**src/rtl/ctrl_pkg.sv**
```systemverilog
// Shared encodings for the multicycle control sequencer: states, condition
// codes, datapath select values and data-processing command decode.
package ctrl_pkg;

  typedef enum logic [3:0] {
    S_FETCH  = 4'd0,
    S_DECODE = 4'd1,
    S_MEMADR = 4'd2,
    S_MEMRD  = 4'd3,
    S_MEMWB  = 4'd4,
    S_MEMWR  = 4'd5,
    S_EXECR  = 4'd6,
    S_EXECI  = 4'd7,
    S_ALUWB  = 4'd8,
    S_BRANCH = 4'd9
  } state_t;

  typedef enum logic [3:0] {
    C_EQ = 4'b0000, C_NE = 4'b0001, C_CS = 4'b0010, C_CC = 4'b0011,
    C_MI = 4'b0100, C_PL = 4'b0101, C_VS = 4'b0110, C_VC = 4'b0111,
    C_HI = 4'b1000, C_LS = 4'b1001, C_GE = 4'b1010, C_LT = 4'b1011,
    C_GT = 4'b1100, C_LE = 4'b1101, C_AL = 4'b1110, C_NV = 4'b1111
  } cond_t;

  localparam logic [1:0] OP_DP  = 2'b00;
  localparam logic [1:0] OP_MEM = 2'b01;
  localparam logic [1:0] OP_BR  = 2'b10;

  localparam logic [1:0] ALU_ADD = 2'b00;
  localparam logic [1:0] ALU_SUB = 2'b01;
  localparam logic [1:0] ALU_AND = 2'b10;
  localparam logic [1:0] ALU_ORR = 2'b11;

  localparam logic [1:0] IMM_DP  = 2'b00;
  localparam logic [1:0] IMM_MEM = 2'b01;
  localparam logic [1:0] IMM_BR  = 2'b10;

  localparam logic [1:0] RES_ALUOUT = 2'b00;
  localparam logic [1:0] RES_DATA   = 2'b01;
  localparam logic [1:0] RES_ALU    = 2'b10;

  localparam logic [1:0] SRCA_RN = 2'b00;
  localparam logic [1:0] SRCA_PC = 2'b01;
  localparam logic [1:0] SRCA_BR = 2'b10;

  localparam logic [1:0] SRCB_REG  = 2'b00;
  localparam logic [1:0] SRCB_IMM  = 2'b01;
  localparam logic [1:0] SRCB_FOUR = 2'b10;

  localparam logic [3:0] CMD_AND = 4'b0000;
  localparam logic [3:0] CMD_SUB = 4'b0010;
  localparam logic [3:0] CMD_ADD = 4'b0100;
  localparam logic [3:0] CMD_CMP = 4'b1010;
  localparam logic [3:0] CMD_ORR = 4'b1100;

  // Returns {supported, updates_cv, alu_control}
  function automatic logic [3:0] dp_decode(input logic [3:0] cmd);
    case (cmd)
      CMD_ADD: dp_decode = {2'b11, ALU_ADD};
      CMD_SUB: dp_decode = {2'b11, ALU_SUB};
      CMD_CMP: dp_decode = {2'b11, ALU_SUB};
      CMD_AND: dp_decode = {2'b10, ALU_AND};
      CMD_ORR: dp_decode = {2'b10, ALU_ORR};
      default: dp_decode = {2'b00, ALU_ADD};
    endcase
  endfunction

endpackage

```
**src/rtl/cond_eval.sv**
```systemverilog
// ARM condition-field evaluator: decides whether an instruction executes
// given its 4-bit Cond field and the current NZCV flags.
module cond_eval
  import ctrl_pkg::*;
(
  input  logic [3:0] i_cond,
  input  logic [3:0] i_flags,
  output logic       o_cond_ex
);

  logic w_n, w_z, w_c, w_v, w_ge;

  assign {w_n, w_z, w_c, w_v} = i_flags;
  assign w_ge = (w_n == w_v);

  always_comb begin
    o_cond_ex = 1'b0;
    case (cond_t'(i_cond))
      C_EQ:    o_cond_ex = w_z;
      C_NE:    o_cond_ex = ~w_z;
      C_CS:    o_cond_ex = w_c;
      C_CC:    o_cond_ex = ~w_c;
      C_MI:    o_cond_ex = w_n;
      C_PL:    o_cond_ex = ~w_n;
      C_VS:    o_cond_ex = w_v;
      C_VC:    o_cond_ex = ~w_v;
      C_HI:    o_cond_ex = w_c & ~w_z;
      C_LS:    o_cond_ex = ~(w_c & ~w_z);
      C_GE:    o_cond_ex = w_ge;
      C_LT:    o_cond_ex = ~w_ge;
      C_GT:    o_cond_ex = ~w_z & w_ge;
      C_LE:    o_cond_ex = ~(~w_z & w_ge);
      C_AL:    o_cond_ex = 1'b1;
      default: o_cond_ex = 1'b0;
    endcase
  end

endmodule

```
**src/rtl/mc_control_fsm.sv**
```systemverilog
// Multicycle control sequencer with NZCV flag register. Define MEM_WAIT_EN to
// make FETCH/MEMRD/MEMWR wait for the MemReady strobe.
module mc_control_fsm
  import ctrl_pkg::*;
(
  input  logic       clk,
  input  logic       rst_n,
  input  logic [1:0] i_op,
  input  logic [5:0] i_funct,
  input  logic [3:0] i_rd,
  input  logic [3:0] i_cond,
  input  logic [3:0] i_alu_flags,
  input  logic       i_mem_ready,
  output logic       o_pc_write,
  output logic       o_mem_write,
  output logic       o_reg_write,
  output logic       o_ir_write,
  output logic       o_adr_src,
  output logic [1:0] o_reg_src,
  output logic [1:0] o_alu_src_a,
  output logic [1:0] o_alu_src_b,
  output logic [1:0] o_result_src,
  output logic [1:0] o_imm_src,
  output logic [1:0] o_alu_control,
  output logic [3:0] o_flags
);

  state_t     r_state, w_next;
  logic [3:0] r_flags;
  logic       r_cond_q;
  logic       w_cond_ex;
  logic       w_ready;
  logic [3:0] w_dp;
  logic       w_is_cmp;
  logic       w_flag_we;
  logic       w_pc_write, w_mem_write, w_reg_write, w_ir_write;

`ifdef MEM_WAIT_EN
  assign w_ready = i_mem_ready;
`else
  logic w_unused;
  assign w_unused = i_mem_ready;
  assign w_ready  = 1'b1;
`endif

  cond_eval u_cond_eval (
    .i_cond    (i_cond),
    .i_flags   (r_flags),
    .o_cond_ex (w_cond_ex)
  );

  assign w_dp     = dp_decode(i_funct[4:1]);
  assign w_is_cmp = (i_funct[4:1] == CMD_CMP);
  assign w_flag_we = ((r_state == S_EXECR) || (r_state == S_EXECI)) && r_cond_q &&
                     w_dp[3] && (i_funct[0] || w_is_cmp);

  always_ff @(posedge clk) begin
    if (!rst_n) begin
      r_state  <= S_FETCH;
      r_flags  <= 4'b0000;
      r_cond_q <= 1'b0;
    end else begin
      r_state <= w_next;
      if (r_state == S_DECODE) r_cond_q <= w_cond_ex;
      if (w_flag_we) begin
        r_flags[3:2] <= i_alu_flags[3:2];
        // Logical ops leave carry/overflow untouched
        if (w_dp[2]) r_flags[1:0] <= i_alu_flags[1:0];
      end
    end
  end

  always_comb begin
    w_next        = r_state;
    w_pc_write    = 1'b0;
    w_mem_write   = 1'b0;
    w_reg_write   = 1'b0;
    w_ir_write    = 1'b0;
    o_adr_src     = 1'b0;
    o_alu_src_a   = SRCA_RN;
    o_alu_src_b   = SRCB_REG;
    o_result_src  = RES_ALUOUT;
    o_alu_control = ALU_ADD;
    case (r_state)
      S_FETCH: begin
        w_pc_write   = w_ready;
        w_ir_write   = w_ready;
        o_alu_src_a  = SRCA_PC;
        o_alu_src_b  = SRCB_FOUR;
        o_result_src = RES_ALU;
        if (w_ready) w_next = S_DECODE;
      end
      S_DECODE: begin
        o_alu_src_a  = SRCA_PC;
        o_alu_src_b  = SRCB_FOUR;
        o_result_src = RES_ALU;
        case (i_op)
          OP_MEM:  w_next = S_MEMADR;
          OP_DP:   w_next = i_funct[5] ? S_EXECI : S_EXECR;
          OP_BR:   w_next = S_BRANCH;
          default: w_next = S_FETCH;
        endcase
      end
      S_MEMADR: begin
        o_alu_src_b   = SRCB_IMM;
        o_alu_control = i_funct[3] ? ALU_ADD : ALU_SUB;
        w_next        = i_funct[0] ? S_MEMRD : S_MEMWR;
      end
      S_MEMRD: begin
        o_adr_src = 1'b1;
        if (w_ready) w_next = S_MEMWB;
      end
      S_MEMWB: begin
        o_result_src = RES_DATA;
        w_reg_write  = r_cond_q;
        w_next       = S_FETCH;
      end
      S_MEMWR: begin
        o_adr_src   = 1'b1;
        w_mem_write = r_cond_q & w_ready;
        if (w_ready) w_next = S_FETCH;
      end
      S_EXECR, S_EXECI: begin
        o_alu_src_b   = (r_state == S_EXECI) ? SRCB_IMM : SRCB_REG;
        o_alu_control = w_dp[1:0];
        w_next        = w_is_cmp ? S_FETCH : S_ALUWB;
      end
      S_ALUWB: begin
        // A write to R15 redirects the PC instead of the register file
        w_pc_write  = r_cond_q & w_dp[3] & (i_rd == 4'd15);
        w_reg_write = r_cond_q & w_dp[3] & (i_rd != 4'd15);
        w_next      = S_FETCH;
      end
      S_BRANCH: begin
        o_alu_src_a  = SRCA_BR;
        o_alu_src_b  = SRCB_IMM;
        o_result_src = RES_ALU;
        w_pc_write   = r_cond_q;
        w_next       = S_FETCH;
      end
      default: w_next = S_FETCH;
    endcase
  end

  assign o_pc_write  = w_pc_write  & rst_n;
  assign o_mem_write = w_mem_write & rst_n;
  assign o_reg_write = w_reg_write & rst_n;
  assign o_ir_write  = w_ir_write  & rst_n;
  assign o_reg_src   = {(i_op == OP_MEM) & ~i_funct[0], (i_op == OP_BR)};
  assign o_imm_src   = i_op;
  assign o_flags     = r_flags;

endmodule

```
**config.mk**
```make
export PLATFORM = sky130hd
export DESIGN_NAME = mc_control_fsm
export DESIGN_NICKNAME = d
export VERILOG_FILES = /design/src/rtl/ctrl_pkg.sv /design/src/rtl/cond_eval.sv /design/src/rtl/mc_control_fsm.sv
export SDC_FILE = /design/constraint.sdc
export NUM_CORES = 1
export LEC_CHECK = 0
export CORE_UTILIZATION = 40
export DETAILED_ROUTE_END_ITERATION = 12
export MAX_ROUTING_LAYER = met4
export PLACE_DENSITY = 0.79
export REMOVE_ABC_BUFFERS = 1
export SETUP_SLACK_MARGIN = 0.5
export SYNTH_ARGS = -nofsm -noshare
export SYNTH_HDL_FRONTEND = slang
export SYNTH_SLANG_ARGS = --single-unit
```
**constraint.sdc**
```tcl
create_clock -name clk -period 1.7 [get_ports clk]
set_input_delay 0.17 -clock clk [delete_from_list [all_inputs] [get_ports clk]]
set_output_delay 0.17 -clock clk [all_outputs]
set_load 0.1 [all_outputs]
```
==> results.tsv, run 1 <==
stage	metric	value	unit
clocking	cts_made_buffers	3	
clocking	cts_sinks	9	
logic_synthesis	yosys_register_bits	9	
clocking	cts_buffer_depth	2	
place	placed_cell_area	1690	um^2
die	initial_core_util	42.1	%
logic_synthesis	ys.flop_type	dfxtp_1	
logic_synthesis	synth.largest_area_cell	dfxtp_1	
run_status	outcome	aborted with a tool error	
logic_synthesis	ys_seq_area_share	19.5	%
logic_synthesis	syn_area	922	um^2
logic_synthesis	yosysUniqueCellTypes	45	
timing	crit_endpoint	o_reg_write	
clocking	htree_levels	1	
place	hpwl	2520	um
timing	endpoint_type	output port	
logic_synthesis	async_reset_ff_share	0	%
clocking	holdBufCountCts	0	
die	ios	44	
die	fp-row-count	17	
die	die_w	50.0	um
logic_synthesis	syn_avg_cell_area	7.68	um^2
place	place_congestion	0.839	
logic_synthesis	netlist_top_cells_area	dfxtp_1 (20%), mux2i_1 (7.6%), nor2b_1 (5.4%)	
die	dieHeight	50.0	um
logic_synthesis	yosysWarningCount	0	
run_status	error	[ERROR DPL-0038] Utilization greater than 100%, impossible to legalize	
run_status	haltStage	global routing	
logic_synthesis	synth_top_area_share	19.5	%
clocking	root_buffer	clkbuf_4	
logic_synthesis	syn_inst	120	
place	port_buffers	42	
grt	grt_max_degree	12	
logic_synthesis	synth-edff-count	0	
[timing repair]
| action | 4_1_cts |
|---|---|
| endpoints found under the setup margin | 22 |
| cloned | 0 |
| setup buffers | 12 |
| pin swaps | 16 |
| gates resized for setup | 63 |
[synthesized netlist by cell type (2+ instances only)]
cell and number:
mux2i_1 7, buf_2 3, o21ai_0 6, and2_1 2
dfxtp_1 9, nor2b_1 8, nand2_1 8, xnor2_1 2
inv_1 4, a31oi_1 2, clkbuf_1 2, and3b_1 2
nand2b_1 3, nor4b_1 2, buf_4 3, nor3_1 6
nand3b_1 2, a21oi_1 8, o32ai_1 2, nor2_1 10
nor3b_1 5
[kinds of logic after synthesis]
kind of cell | Yosys count | synth area share (%)
AOI/OAI and AO/OA | 27 | 18.6
and+or+nand+nor | 62 | 44.9
xor gates and xnor gates | 3 | 2.85
muxes | 7 | 7.60
DFF | 9 | 19.5
buffers and inverters | 12 | 6.51
[stage by stage]
step / setup WS (ns) / std cells / hold WS, ns
4_1_cts: 0.0232 / 218 / 0.416
2_1_floorplan: -2.28 / 112 / 0.292
3_3_place_gp: -0.195 / 202 / 0.626
3_5_place_dp: -0.253 / 202 / 0.644
==> run 2: changes to the inputs <==
--- a/config.mk
+++ b/config.mk
@@ -5,12 +5,11 @@
 export SDC_FILE = /design/constraint.sdc
 export NUM_CORES = 1
 export LEC_CHECK = 0
-export CORE_UTILIZATION = 40
+export CORE_AREA = 2 2 63 65
 export DETAILED_ROUTE_END_ITERATION = 12
-export MAX_ROUTING_LAYER = met4
-export PLACE_DENSITY = 0.79
+export DIE_AREA = 0 0 65 67
+export PLACE_DENSITY_LB_ADDON = 0.15
 export REMOVE_ABC_BUFFERS = 1
-export SETUP_SLACK_MARGIN = 0.5
 export SYNTH_ARGS = -nofsm -noshare
 export SYNTH_HDL_FRONTEND = slang
 export SYNTH_SLANG_ARGS = --single-unit
==> run 2 against run 1 <==
Synthesized cell count is the same. Synthesized area is the same. The run now ends clean.
==> results.tsv, run 2 <==
stage	metric	value	unit
clocking	cts_made_buffers	3	
timing	drv_slew	0	
timing	post-route-period-util	97.6	%
detailed_routing	vias_per_cell	4.89	
logic_synthesis	synth.most_common_cell	nor2_1	
logic_synthesis	ys.flop_type	dfxtp_1	
logic_synthesis	yosys_register_bits	9	
worst_setup_path	crit_family	simple AND/OR/NAND/NOR gates	
clocking	clk_pin_slew_worst_paths	0.04	ns
die	dieHeight	67	um
timing	max_slew_margin	72.2	%
die	die-area	4360	um^2
detailed_routing	routed_wl	2950	um
detailed_routing	postRouteAntennaNets	0	
timing	rsz0062_at_grt	yes	
place	placed_cell_area	1730	um^2
logic_synthesis	netlist_top_cells_area	dfxtp_1 (20%), mux2i_1 (7.6%), nor2b_1 (5.4%)	
layout	instances_no_fill	231	
timing	tightest_slew	0.411	ns
timing	final.min_clock_period	1.66	ns
place	place_congestion	0.761	
layout	layout_commonest_cell	buf_4	
worst_setup_path	max_stage_delay	0.41	ns
logic_synthesis	yosysWarningCount	0	
timing	setup_viol	0	
clocking	cts_tree	built	
place	port_buffers	42	
grt	grt_max_degree	12	
worst_setup_path	end_kind	output port	
logic_synthesis	synth_commonest_cells	nor2_1 (10), dfxtp_1 (9), a21oi_1 (8), nand2_1 (8), nor2b_1 (8)	
place	placed_cells	224	
grt	grt.overflow.total	0	
timing	skew	0.00143	ns
worst_setup_path	path_cells	dlygate4sd2_1, or3b_4, nand4b_4, nor2_1, a21oi_1, nor4b_2, buf_4, buf_12	
layout	syn_to_final_growth	99.5	%
die	coreArea	3610	um^2
logic_synthesis	syn_avg_cell_area	7.68	um^2
grt	grt_pass1_vias	1122	
worst_setup_path	worstSetupStartpointType	input port	
logic_synthesis	yosysUniqueCellTypes	45	
timing	finalHoldViolCount	0	
worst_setup_path	slowest_stage	or3b_4	
hold_path	hp-class	flop to flop	
grt	grt_pass1_wl	4860	um
worst_setup_path	worstPathMaxFanout	3	
clocking	clk_latency	0.23	ns
grt	antenna_found_initial	0	
detailed_routing	vias	1129	
run_status	outcome	completed	
logic_synthesis	synth-edff-count	0	
worst_setup_path	crit_type	input port to output port	
die	initial_core_util	25.6	%
layout	drive_gt1_share	37.2	%
clocking	root_buffer	clkbuf_8	
clocking	cts_buffer_depth	2	
layout	nets	207	
clocking	cts_sinks	9	
timing	fin_setup_tns	0	ns
logic_synthesis	ys_seq_area_share	19.5	%
layout	utilization	51.0	%
layout	fillers	342	
clocking	htree_levels	1	
worst_setup_path	crit_required	1.53	ns
detailed_routing	drtIter0Drc	52	
die	fp-row-count	22	
layout	fin_area	1840	um^2
place	hpwl	2360	um
layout	mostFrequentLayoutCells	buf_4 (25), buf_12 (21), clkdlybuf4s50_1 (13)	
clocking	holdBufCountCts	0	
grt	grt_util_all_layers	14.0	%
detailed_routing	drc	0	
worst_setup_path	crit_arrival	1.49	ns
logic_synthesis	syn_area	922	um^2
layout	antenna_cells	0	
power_and_ir_drop	worst_ir_drop_vdd	0.298	mV
detailed_routing	routedWlPerCell	12.8	um
logic_synthesis	synth.largest_area_cell	dfxtp_1	
logic_synthesis	syn_inst	120	
die	ios	44	
power_and_ir_drop	power_density	555	nW/um^2
job	cap_violations	0	
logic_synthesis	synth_top_area_share	19.5	%
timing	fmax	0.602	GHz
logic_synthesis	async_reset_ff_share	0	%
die	die_w	65	um
worst_setup_path	critPathBufInv	3	
power_and_ir_drop	leakage	0.751	nW
detailed_routing	first_pass_iters	4	
[run 2: cell counts after synthesis]
Identical to the previous run, type by type.
[run 2: cells by family after synthesis]
kind of cell	synth area share (%)
multiplexers	7.60
XOR/XNOR	2.85
AO/OA/AOI/OAI	18.6
buffers and inverters	6.51
AND/OR/NAND/NOR	44.9
flip-flops	19.5
[run 2: layer usage]
| layer | global-route usage (%) | vias to the layer above | wire length (um) |
|---|---|---|---|
| met5 | 0 | - | 0 |
| met1 | 16.3 | 540 | 1260 |
| met3 | 2.20 | 2 | 131 |
| li1 | - | 561 | - |
| met4 | 3.99 | 0 | 17 |
| met2 | 26.0 | 26 | 1540 |
[run 2: repair_timing]
item,4_1_cts,5_1_grt
endpoints found under the hold margin,0,0
endpoints found under the setup margin,4,7
pin swaps,4,2
resized for setup,15,8
setup buffers,3,0
[run 2: per-stage QoR]
stage,worst slack [ns],hold WS (ns),power [mW]
floorplan,-2.28,0.292,0.504
detailed placement,-0.277,0.509,0.771
CTS,0.00778,0.518,1.02
global placement,-0.212,0.493,0.764
finish,0.0401,0.528,1.02
global route,-0.0254,0.561,1.07
[run 2: worst register-to-register path: stages (launching register included)]
cell and delay, ns:
dfxtp_4 0.38, nand4b_4 0.12, buf_4 0.14, buf_4 0.13, nor4_4 0.36, mux2i_1 0.23, nor2b_1 0.06
[run 2: path summary, 6_finish.rpt]
check	slack, ns	from	to	depth (start not counted)
setup reg to reg	0.16	r_cond_q$_SDFFE_PN0P_	o_flags[0]$_SDFFE_PN0P_	6
setup / recovery	0.04	i_funct[2]	o_reg_write	8
hold reg to reg	0.53	r_state[0]$_SDFF_PN0_	r_state[0]$_SDFF_PN0_	1
hold / removal	0.53	r_state[0]$_SDFF_PN0_	r_state[0]$_SDFF_PN0_	1
[run 2: final cells by class]
| type | count | area (um^2) | area share (%) |
|---|---|---|---|
| tap | 48 | 60.1 | 3.27 |
| multi-input combinational | 99 | 719 | 39.1 |
| timing repair buffer | 67 | 810 | 44.0 |
| clock buffer | 4 | 45.0 | 2.45 |
| sequential | 9 | 190 | 10.3 |
| inverter | 4 | 15.0 | 0.816 |
[run 2: where the power goes]
group / total, mW / internal, mW / switching, mW / leakage (nW)
combinational: 0.538 / 0.226 / 0.312 / 0.653
sequential: 0.237 / 0.221 / 0.0161 / 0.0756
clock: 0.245 / 0.163 / 0.0814 / 0.0228
No activity file was read; power rests on OpenSTA's default activity.
